`src/rtl/sine_wave_analyser.sv`:
```
// sine_wave_analyser
// Receive side of the sine generator. It finds rising midpoint crossings with hysteresis,
// measures the period in valid samples and reports lock, phase position and slope direction.
// Optional feature macro PEAK_TRACK_EN: when defined, the block also reports the peak and
// trough of the last complete period. When undefined, peak and trough are tied to zero.
module sine_wave_analyser #(
    parameter int SINE_SIZE  = 8,
    parameter int HYST       = 8,
    parameter int CNT_W      = 12,
    parameter int MAX_PERIOD = 4095
) (
    input  logic                 clock,
    input  logic                 reset,
    input  logic                 sample_valid,
    input  logic [SINE_SIZE-1:0] sample,
    input  logic                 lock_clear,
    output logic                 locked,
    output logic [CNT_W-1:0]     period,
    output logic                 period_valid,
    output logic [CNT_W-1:0]     phase_count,
    output logic                 direction,
    output logic                 timeout,
    output logic [SINE_SIZE-1:0] peak,
    output logic [SINE_SIZE-1:0] trough
);

    localparam logic [1:0] ST_SEARCH = 2'd0;
    localparam logic [1:0] ST_FIRST  = 2'd1;
    localparam logic [1:0] ST_LOCKED = 2'd2;

    localparam logic [SINE_SIZE-1:0] MID      = {1'b1, {(SINE_SIZE-1){1'b0}}};
    localparam logic [SINE_SIZE-1:0] ARM_TH   = MID - SINE_SIZE'(HYST);
    localparam logic [CNT_W-1:0]     CNT_LAST = CNT_W'(MAX_PERIOD - 1);
    localparam logic [CNT_W-1:0]     CNT_ZERO = {CNT_W{1'b0}};
    localparam logic [CNT_W-1:0]     CNT_ONE  = {{(CNT_W-1){1'b0}}, 1'b1};

    logic [1:0]           state_r, state_n;
    logic [CNT_W-1:0]     cnt_r, cnt_n;
    logic [CNT_W-1:0]     period_r, period_n;
    logic                 period_valid_r, period_valid_n;
    logic                 timeout_r, timeout_n;
    logic                 locked_r, locked_n;
    logic                 armed_r, armed_n;
    logic [SINE_SIZE-1:0] prev_r, prev_n;
    logic                 direction_r, direction_n;
    logic                 cross_s;
    logic                 latch_s;

    // Crossing detect, slope tracking and period/lock state machine next-state logic.
    always_comb begin
        cross_s        = sample_valid & ~lock_clear & armed_r & (sample >= MID);
        state_n        = state_r;
        cnt_n          = cnt_r;
        period_n       = period_r;
        period_valid_n = 1'b0;
        timeout_n      = 1'b0;
        armed_n        = armed_r;
        prev_n         = prev_r;
        direction_n    = direction_r;
        latch_s        = 1'b0;
        if (lock_clear) begin
            // Restart the search; the sample offered this cycle is discarded entirely.
            state_n = ST_SEARCH;
            cnt_n   = CNT_ZERO;
            armed_n = 1'b0;
        end else if (sample_valid) begin
            prev_n = sample;
            if (sample < prev_r) begin
                direction_n = 1'b1;
            end else if (sample > prev_r) begin
                direction_n = 1'b0;
            end else begin
                direction_n = direction_r;
            end
            if (cross_s) begin
                armed_n = 1'b0;
            end else if (sample < ARM_TH) begin
                armed_n = 1'b1;
            end else begin
                armed_n = armed_r;
            end
            case (state_r)
                ST_SEARCH: begin
                    cnt_n = CNT_ZERO;
                    if (cross_s) begin
                        state_n = ST_FIRST;
                    end else begin
                        state_n = ST_SEARCH;
                    end
                end
                ST_FIRST, ST_LOCKED: begin
                    if (cross_s) begin
                        // A crossing on the would-be timeout sample still counts as a period.
                        state_n        = ST_LOCKED;
                        period_n       = cnt_r + CNT_ONE;
                        period_valid_n = 1'b1;
                        cnt_n          = CNT_ZERO;
                        latch_s        = 1'b1;
                    end else if (cnt_r == CNT_LAST) begin
                        state_n   = ST_SEARCH;
                        cnt_n     = CNT_ZERO;
                        timeout_n = (state_r == ST_LOCKED);
                    end else begin
                        cnt_n = cnt_r + CNT_ONE;
                    end
                end
                default: begin
                    state_n = ST_SEARCH;
                    cnt_n   = CNT_ZERO;
                end
            endcase
        end else begin
            state_n = state_r;
        end
        locked_n = (state_n == ST_LOCKED);
    end

    // Register all state and outputs; reset aborts any measurement in progress.
    always_ff @(posedge clock or posedge reset) begin
        if (reset) begin
            state_r        <= ST_SEARCH;
            cnt_r          <= CNT_ZERO;
            period_r       <= CNT_ZERO;
            period_valid_r <= 1'b0;
            timeout_r      <= 1'b0;
            locked_r       <= 1'b0;
            armed_r        <= 1'b0;
            prev_r         <= {SINE_SIZE{1'b0}};
            direction_r    <= 1'b0;
        end else begin
            state_r        <= state_n;
            cnt_r          <= cnt_n;
            period_r       <= period_n;
            period_valid_r <= period_valid_n;
            timeout_r      <= timeout_n;
            locked_r       <= locked_n;
            armed_r        <= armed_n;
            prev_r         <= prev_n;
            direction_r    <= direction_n;
        end
    end

    assign locked       = locked_r;
    assign period       = period_r;
    assign period_valid = period_valid_r;
    assign phase_count  = cnt_r;
    assign direction    = direction_r;
    assign timeout      = timeout_r;

`ifdef PEAK_TRACK_EN
    logic [SINE_SIZE-1:0] run_max_r, run_max_n;
    logic [SINE_SIZE-1:0] run_min_r, run_min_n;
    logic [SINE_SIZE-1:0] peak_r, peak_n;
    logic [SINE_SIZE-1:0] trough_r, trough_n;

    // Running extremes since the last crossing; a completed period publishes them.
    always_comb begin
        run_max_n = run_max_r;
        run_min_n = run_min_r;
        peak_n    = peak_r;
        trough_n  = trough_r;
        if (cross_s) begin
            if (latch_s) begin
                peak_n   = run_max_r;
                trough_n = run_min_r;
            end else begin
                peak_n   = peak_r;
                trough_n = trough_r;
            end
            run_max_n = sample;
            run_min_n = sample;
        end else if (sample_valid && !lock_clear) begin
            if (sample > run_max_r) begin
                run_max_n = sample;
            end else begin
                run_max_n = run_max_r;
            end
            if (sample < run_min_r) begin
                run_min_n = sample;
            end else begin
                run_min_n = run_min_r;
            end
        end else begin
            run_max_n = run_max_r;
        end
    end

    // Extreme-tracking registers; only reset clears the published values.
    always_ff @(posedge clock or posedge reset) begin
        if (reset) begin
            run_max_r <= {SINE_SIZE{1'b0}};
            run_min_r <= {SINE_SIZE{1'b0}};
            peak_r    <= {SINE_SIZE{1'b0}};
            trough_r  <= {SINE_SIZE{1'b0}};
        end else begin
            run_max_r <= run_max_n;
            run_min_r <= run_min_n;
            peak_r    <= peak_n;
            trough_r  <= trough_n;
        end
    end

    assign peak   = peak_r;
    assign trough = trough_r;
`else
    assign peak   = {SINE_SIZE{1'b0}};
    assign trough = {SINE_SIZE{1'b0}};
`endif

endmodule

```
`config.mk`:
```
export PLATFORM = sky130hd
export DESIGN_NAME = sine_wave_analyser
export DESIGN_NICKNAME = d
export VERILOG_FILES = /design/src/rtl/sine_wave_analyser.sv
export SDC_FILE = /design/constraint.sdc
export NUM_CORES = 1
export LEC_CHECK = 0
export CELL_PAD_IN_SITES_DETAIL_PLACEMENT = 1
export CELL_PAD_IN_SITES_GLOBAL_PLACEMENT = 1
export CORE_ASPECT_RATIO = 1.25
export CORE_UTILIZATION = 40
export CTS_CLUSTER_SIZE = 8
export DETAILED_ROUTE_END_ITERATION = 12
export PLACE_DENSITY_LB_ADDON = 0.1
export RECOVER_POWER = 25
export REMOVE_ABC_BUFFERS = 1
export SYNTH_ARGS = -nofsm -noshare
export SYNTH_HDL_FRONTEND = slang
export SYNTH_SLANG_ARGS = --single-unit
```
`constraint.sdc`:
```
create_clock -name clock -period 5.1 [get_ports clock]
set_input_delay 0.51 -clock clock [delete_from_list [all_inputs] [get_ports clock]]
set_output_delay 0.51 -clock clock [all_outputs]
set_load 0.005 [all_outputs]
```
==> results of run 1 <==
[power by group through the flow]
stage	registers [W]	clock network, W	logic (W)
after floorplan	0.000336	0	0.0000481
after global placement	0.000337	0	0.0000795
after detailed placement	0.000337	0	0.0000811
after CTS	0.000331	0.000196	0.0000814
after global routing	0.000333	0.000211	0.0000919
final	0.000331	0.000187	0.0000788
[worst register-to-register path, stage by stage, from the launching register on]
cell     delay (ns)
dfrtp_1        0.48
inv_1          0.11
ha_1           0.15
nand4_1        0.08
or3_1          0.70
and4_1         0.34
o21a_1         0.17
[layer usage]
layer,routed length [µm],share of wire [%],GRT usage [%],up-vias
li1,-,-,-,842
met1,2077,45,22.51,839
met2,2335,50,30.75,42
met3,205,4.4,4.435,6
met4,49,1.0,4.545,0
met5,0,0,0,-
[synth_stat cells (2+ instances only)]
master    number  area share (%)
a21oi_1        6             1.4
a31oi_1       17             4.8
and3_1         2            0.56
and4_1         2            0.79
buf_2          9             2.0
buf_4         16             5.4
buf_6          2             1.0
clkbuf_1       2            0.34
dfrtp_1       39              44
ha_1          13             7.3
inv_1         14             2.4
mux2_2         7             3.6
nand2_1       23             3.9
nand3_1        7             1.6
nand3b_1       7             2.4
nand4_1        6             1.7
nor2_1         7             1.2
nor2b_1        2            0.56
nor3_1         3            0.68
o21ai_0       16             3.6
or2_2          2            0.56
or3_1          2            0.56
xnor2_1        8             3.2
xor2_1         2            0.79
[cells by family after synthesis]
kind of cell / after synthesis / share of synthesized area [%]
AOI/OAI and AO/OA: 50 / 13.70
xor gates and xnor gates: 10 / 3.946
adders and majority gates: 13 / 7.328
buffers and inverters: 44 / 11.33
DFF: 39 / 43.97
muxes: 7 / 3.551
other: 1 / 0.1689
and+or+nand+nor: 67 / 16.01
[layout make-up]
| cell class | count | area, µm² |
|---|---|---|
| repair buffers | 41 | 401.6 |
| clock buffers | 6 | 72.57 |
| inverters | 14 | 52.55 |
| multi-input cells | 163 | 1049 |
| fillers | 600 | 2596 |
| well taps | 62 | 77.57 |
| flip-flops and latches | 39 | 975.9 |
[worst min path at each step]
stage / startpoint / end / slack [ns] / cells past startpoint
2_1_floorplan: prev_r[0]$_DFFE_PP0N_ / prev_r[0]$_DFFE_PP0N_ / 0.45 / 2
3_3_place_gp: period[6]$_DFFE_PP0P_ / period[6]$_DFFE_PP0P_ / 0.47 / 2
3_5_place_dp: period[11]$_DFFE_PP0P_ / period[11]$_DFFE_PP0P_ / 0.48 / 2
4_1_cts: period[6]$_DFFE_PP0P_ / period[6]$_DFFE_PP0P_ / 0.49 / 2
5_1_grt: prev_r[5]$_DFFE_PP0N_ / prev_r[5]$_DFFE_PP0N_ / 0.53 / 1
6_report: period[0]$_DFFE_PP0P_ / period[0]$_DFFE_PP0P_ / 0.49 / 2
[flip-flops by register name, indices dropped and copies added (netlist names)]
name and flops:
period 12, phase_count 12, prev_r 8, state_r 2
armed_r 1, direction 1, locked 1, period_valid 1
timeout 1
[metrics by stage]
| stage | util (%) | hold slack (ns) |
|---|---|---|
| floorplan | - | 0.4538 |
| global route | 50.31 | 0.5291 |
| finish | 50.31 | 0.4881 |
| CTS | 50.38 | 0.4936 |
| global placement | 48.99 | 0.4685 |
| detailed placement | 48.99 | 0.4763 |
==> results by group, run 1 <==
Place
  • Pre-CTS setup slack: 2.878 ns
  • Number of port buffers: 39
  • Routability Congestion: 0.7924
  • Final HPWL DP: 3376 µm
  • Post-DP Area: 2560 µm²
  • Dpl cells: 319

Cells and area
  • Final nets: 289
  • # diodes: 0
  • Fin area: 2629 µm²
  • Area delta synth->final: 18.43%
  • Commonest non-fill, non-tap cell in the layout: dfrtp_1
  • Commonest cells after routing, fill and taps aside: dfrtp_1 (39), clkdlybuf4s50_1 (38), nand2_1 (23)
  • Final non-filler cell total: 325
  • Share of cells above drive strength 1: 6.464%

Critical path
  • CP startpoint: reset
  • Crit-path slowest cell: clkbuf_1
  • FF-to-FF End: locked$_DFF_PP0_
  • Crit Path Class: in2async
  • Worst setup SP type: input port
  • CP endpoint: locked$_DFF_PP0_
  • Top Family by Delay on Critical Path: buffers and inverters
  • Critical R2R Launch: phase_count[0]$_DFFE_PP0P_
  • Worst Reg-to-Reg Cells: 6
  • Worst reg2reg setup slack: 2.96 ns
  • CP max FO: 39
  • Crit-path cells: dlygate4sd3_1, inv_1, clkbuf_1
  • Worst EP arrival: 2.62 ns
  • Critical Path RT: 5.06 ns
  • WP depth: 3
  • Crit path buf inv count: 3
  • CP Capture Type: asynchronous set/reset pin
  • Biggest cell delay along the critical path: 1.50 ns

Clocking
  • Clk sink count: 39
  • H-Tree Depth: 2
  • Post-cts sizing count: 0
  • Longest Clk Path Bufs: 2
  • CTS Hold Bufs: 0
  • Root Buffer: clkbuf_8
  • CTS Buf Count: 5
  • CTS tree: yes
  • Post-CTS Setup Bufs: 0
  • Clock-pin slew on the worst setup and hold paths: 0.07 ns
  • Worst-Skew Late Latency: 0.28 ns

Global route
  • Remaining Overflow, GRT: 0
  • First-pass GRT wire length: 7955 µm
  • Largest net degree at the start of global routing: 40
  • Initial antenna violation count: 0
  • Vias in the first global route: 1700
  • Total track usage: 18.13%

Drt
  • DRC: 0
  • Initial DRT Pass Iterations: 4
  • Vias per cell: 5.320
  • DRT iter0 DRCs: 74
  • Routed wire length per instance: 14.36 µm
  • Routed wire length: 4667 µm
  • Antenna-violating nets left: 0
  • DR vias: 1729

Timing
  • Fin Clk Skew: 0.003684 ns
  • Worst-Margin Slew: 2.122 ns
  • Post-route setup slack: 2.447 ns
  • Slew headroom: -41.44%
  • Slew Viols, Final: 40
  • Final hold violation count: 0
  • Tmin final: 2.653 ns
  • Unrepaired setup endpoints after global routing: no
  • Fmax: 376.9 MHz
  • Post-route setup TNS: 0 ns
  • Final setup viols: 0
  • Final period utilization: 52.03%

Synth
  • Distinct cell type count after synthesis: 41
  • #FFs+latches synth: 39
  • EDFF count, synth: 0
  • Synth warnings: 0
  • Asr flop ratio synth: 100.0%
  • Sequential-to-total area share from yosys stat: 43.97%
  • Syn avg cell area: 9.609 µm²
  • Prevailing post-synth register cell: dfrtp_1
  • Syn Std Cell Area: 2220 µm²
  • Syn Inst Count: 231

Power
  • Psw: 0.0001444 W
  • Comb power frac: 13.2%
  • Clock share of power: 31.3%
  • Seq pwr share: 55.5%
  • Leak: 1.122 nW
  • Power Total: 0.0005969 W
  • Sw Share: 24.19%
  • Cell internal pwr: 0.0004526 W
  • Max IR drop VDD: 134.1 µV
  • PD cells: 227.1 nW/µm²

Flow run
  • Max-Cap Viols: 1

Floorplanning
  • Die ar.: 5853 µm²
  • Core area: 5225 µm²
  • # IOs: 56
  • Initial Util: 42.48%
  • # rows: 29
  • Die span in y: 85.29 µm
  • Die Wd: 68.63 µm

Run status
  • Status: finished with violations
  • Failing checks: capacitance limit, slew limit

Min path
  • Hold crit path type: reg2reg
No activity file was read; power rests on OpenSTA's default activity.
==> inputs of run 2 (changes only) <==
- CORE_UTILIZATION: 40 -> 37
- clock period: 5.1 -> 2.5 ns (I/O delays scaled with it)
==> run 2 against run 1 <==
Effect of this change: the run ends with DRC left; sequential power increased by 100%; clock power increased by 110%; global-route usage decreased by 1.6 points; power increased by 110%; final area increased by 0.52%; first-iteration DRC count decreased by 22%; clock-buffer cell count unchanged; register-to-register slack got worse by 2.6 ns; non-clock buffer count increased by 1; core utilization decreased by 4.6 points; final cell count increased by 1.5%; sequential share of layout area decreased by 0.19 points; largest power group unchanged.
==> results by group, run 2 (synthesized netlist as in run 1, its figures left out) <==
Critical path
  • Worst EP arrival: 2.27 ns
  • Crit-path cells: inv_1, ha_1, nand4_1, or3_1, and4_1, o21a_1
  • CP Capture Type: register
  • Top Family by Delay on Critical Path: simple AND/OR/NAND/NOR gates
  • CP max FO: 23
  • Worst setup SP type: register
  • Crit Path Class: reg2reg
  • Crit path buf inv count: 1
  • Biggest cell delay along the critical path: 0.70 ns
  • Critical Path RT: 2.67 ns
  • Crit-path slowest cell: or3_1

Power
  • Leak: 1.130 nW
  • Comb power frac: 13.2%
  • Sw Share: 24.81%
  • Psw: 0.0003048 W
  • Clock share of power: 31.9%
  • Max IR drop VDD: 279.3 µV
  • Seq pwr share: 54.9%
  • PD cells: 465.0 nW/µm²
  • Cell internal pwr: 0.0009239 W

Place
  • Pre-CTS setup slack: 0.4293 ns
  • Routability Congestion: 0.7351
  • Dpl cells: 324
  • Number of port buffers: 39
  • Final HPWL DP: 3430 µm

Clocking
  • Root Buffer: clkbuf_8
  • Longest Clk Path Bufs: 2
  • Post-cts sizing count: 0
  • Post-CTS Setup Bufs: 0
  • H-Tree Depth: 2
  • CTS tree: yes
  • CTS Hold Bufs: 0
  • Clk sink count: 39
  • Worst-Skew Late Latency: 0.28 ns
  • Clock-pin slew on the worst setup and hold paths: 0.07 ns
  • CTS Buf Count: 5

Timing
  • Post-route setup slack: 0.4082 ns
  • Tmin final: 2.092 ns
  • Worst-Margin Slew: 1.015 ns
  • Final setup viols: 0
  • Final hold violation count: 0
  • Slew headroom: 32.33%
  • Fin Clk Skew: 0.003679 ns
  • Post-route setup TNS: 0 ns
  • Slew Viols, Final: 0
  • Unrepaired setup endpoints after global routing: no
  • Fmax: 478.1 MHz
  • Final period utilization: 83.67%

Run status
  • Failing checks: DRC
  • Status: finished with violations

Cells and area
  • Commonest non-fill, non-tap cell in the layout: dfrtp_1
  • Finished Core Util: 45.72%
  • Final non-filler cell total: 330
  • Area delta synth->final: 19.05%
  • Final nets: 290
  • Commonest cells after routing, fill and taps aside: dfrtp_1 (39), clkdlybuf4s50_1 (38), nand2_1 (23)
  • # diodes: 0
  • Share of cells above drive strength 1: 7.197%

Global route
  • Vias in the first global route: 1690
  • Initial antenna violation count: 0
  • Total track usage: 16.54%
  • Largest net degree at the start of global routing: 40
  • First-pass GRT wire length: 8142 µm
  • Remaining Overflow, GRT: 0

Drt
  • DRC: 4
  • Routed wire length per instance: 14.70 µm
  • Vias per cell: 5.185
  • DR vias: 1711
  • Routed wire length: 4850 µm
  • DRT iter0 DRCs: 58
  • Antenna-violating nets left: 0
  • Initial DRT Pass Iterations: 7

Floorplanning
  • Die span in y: 88.60 µm
  • Die Wd: 71.28 µm
  • Initial Util: 38.41%
  • Die ar.: 6315 µm²
  • Core area: 5779 µm²
  • # IOs: 56
  • # rows: 31

Flow run
  • Max-Cap Viols: 0

Min path
  • Hold crit path type: reg2reg
-- run 2: changes by cell type in the layout (fill, tap and decap cells not counted) --
cell,previous run,this run
clkbuf_1,2,1
buf_4,1,2
clkbuf_2,0,1
-- run 2: power groups by stage --
stage          clock network (W)  registers, W  logic (W)
5_1_grt                 0.000434      0.000678   0.000189
6_report                0.000391      0.000675   0.000163
3_5_place_dp                   0      0.000687   0.000166
4_1_cts                 0.000407      0.000675   0.000167
3_3_place_gp                   0      0.000686   0.000163
2_1_floorplan                  0      0.000685  0.0000982
-- run 2: tightest hold or removal path, stage by stage (launching register included) --
cell	delay [ns]
dfrtp_1	0.35
nand2_1	0.04
o21ai_0	0.06
-- run 2: metal layers --
layer	global-route usage, %	up-vias	routed length [µm]
met5	0	-	0
met4	4.909	0	55
met3	3.531	6	168
met2	29.61	27	2415
met1	19.97	838	2212
li1	-	840	-
-- run 2: final timing paths --
check / startpoint / end / cells after the start / slack, ns
max reg2reg: phase_count[0]$_DFFE_PP0P_ / locked$_DFF_PP0_ / 6 / 0.41
max: phase_count[0]$_DFFE_PP0P_ / locked$_DFF_PP0_ / 6 / 0.41
max in group asynchronous: reset / phase_count[2]$_DFFE_PP0P_ / 3 / 1.15
min in group asynchronous: reset / period[6]$_DFFE_PP0P_ / 3 / 0.72
min: period[9]$_DFFE_PP0P_ / period[9]$_DFFE_PP0P_ / 2 / 0.49
min reg2reg: period[9]$_DFFE_PP0P_ / period[9]$_DFFE_PP0P_ / 2 / 0.49
-- run 2: through the flow --
| step | power [W] | cell area, µm² | hold slack, ns |
|---|---|---|---|
| 2_1_floorplan | 0.0007828 | 2077 | 0.3168 |
| 5_1_grt | 0.001301 | 2643 | 0.5097 |
| 4_1_cts | 0.001249 | 2645 | 0.4141 |
| 6_report | 0.001229 | 2643 | 0.4881 |
| 3_3_place_gp | 0.0008495 | 2572 | 0.4643 |
| 3_5_place_dp | 0.0008537 | 2572 | 0.4791 |
-- run 2: cell type report --
| type | count | area [µm²] |
|---|---|---|
| fill | 688 | 3137 |
| multi-input combinational | 163 | 1049 |
| sequential | 39 | 975.9 |
| timing repair buffer | 42 | 410.4 |
| tap | 66 | 82.58 |
| clock buffer | 6 | 72.57 |
| inverter | 14 | 52.55 |
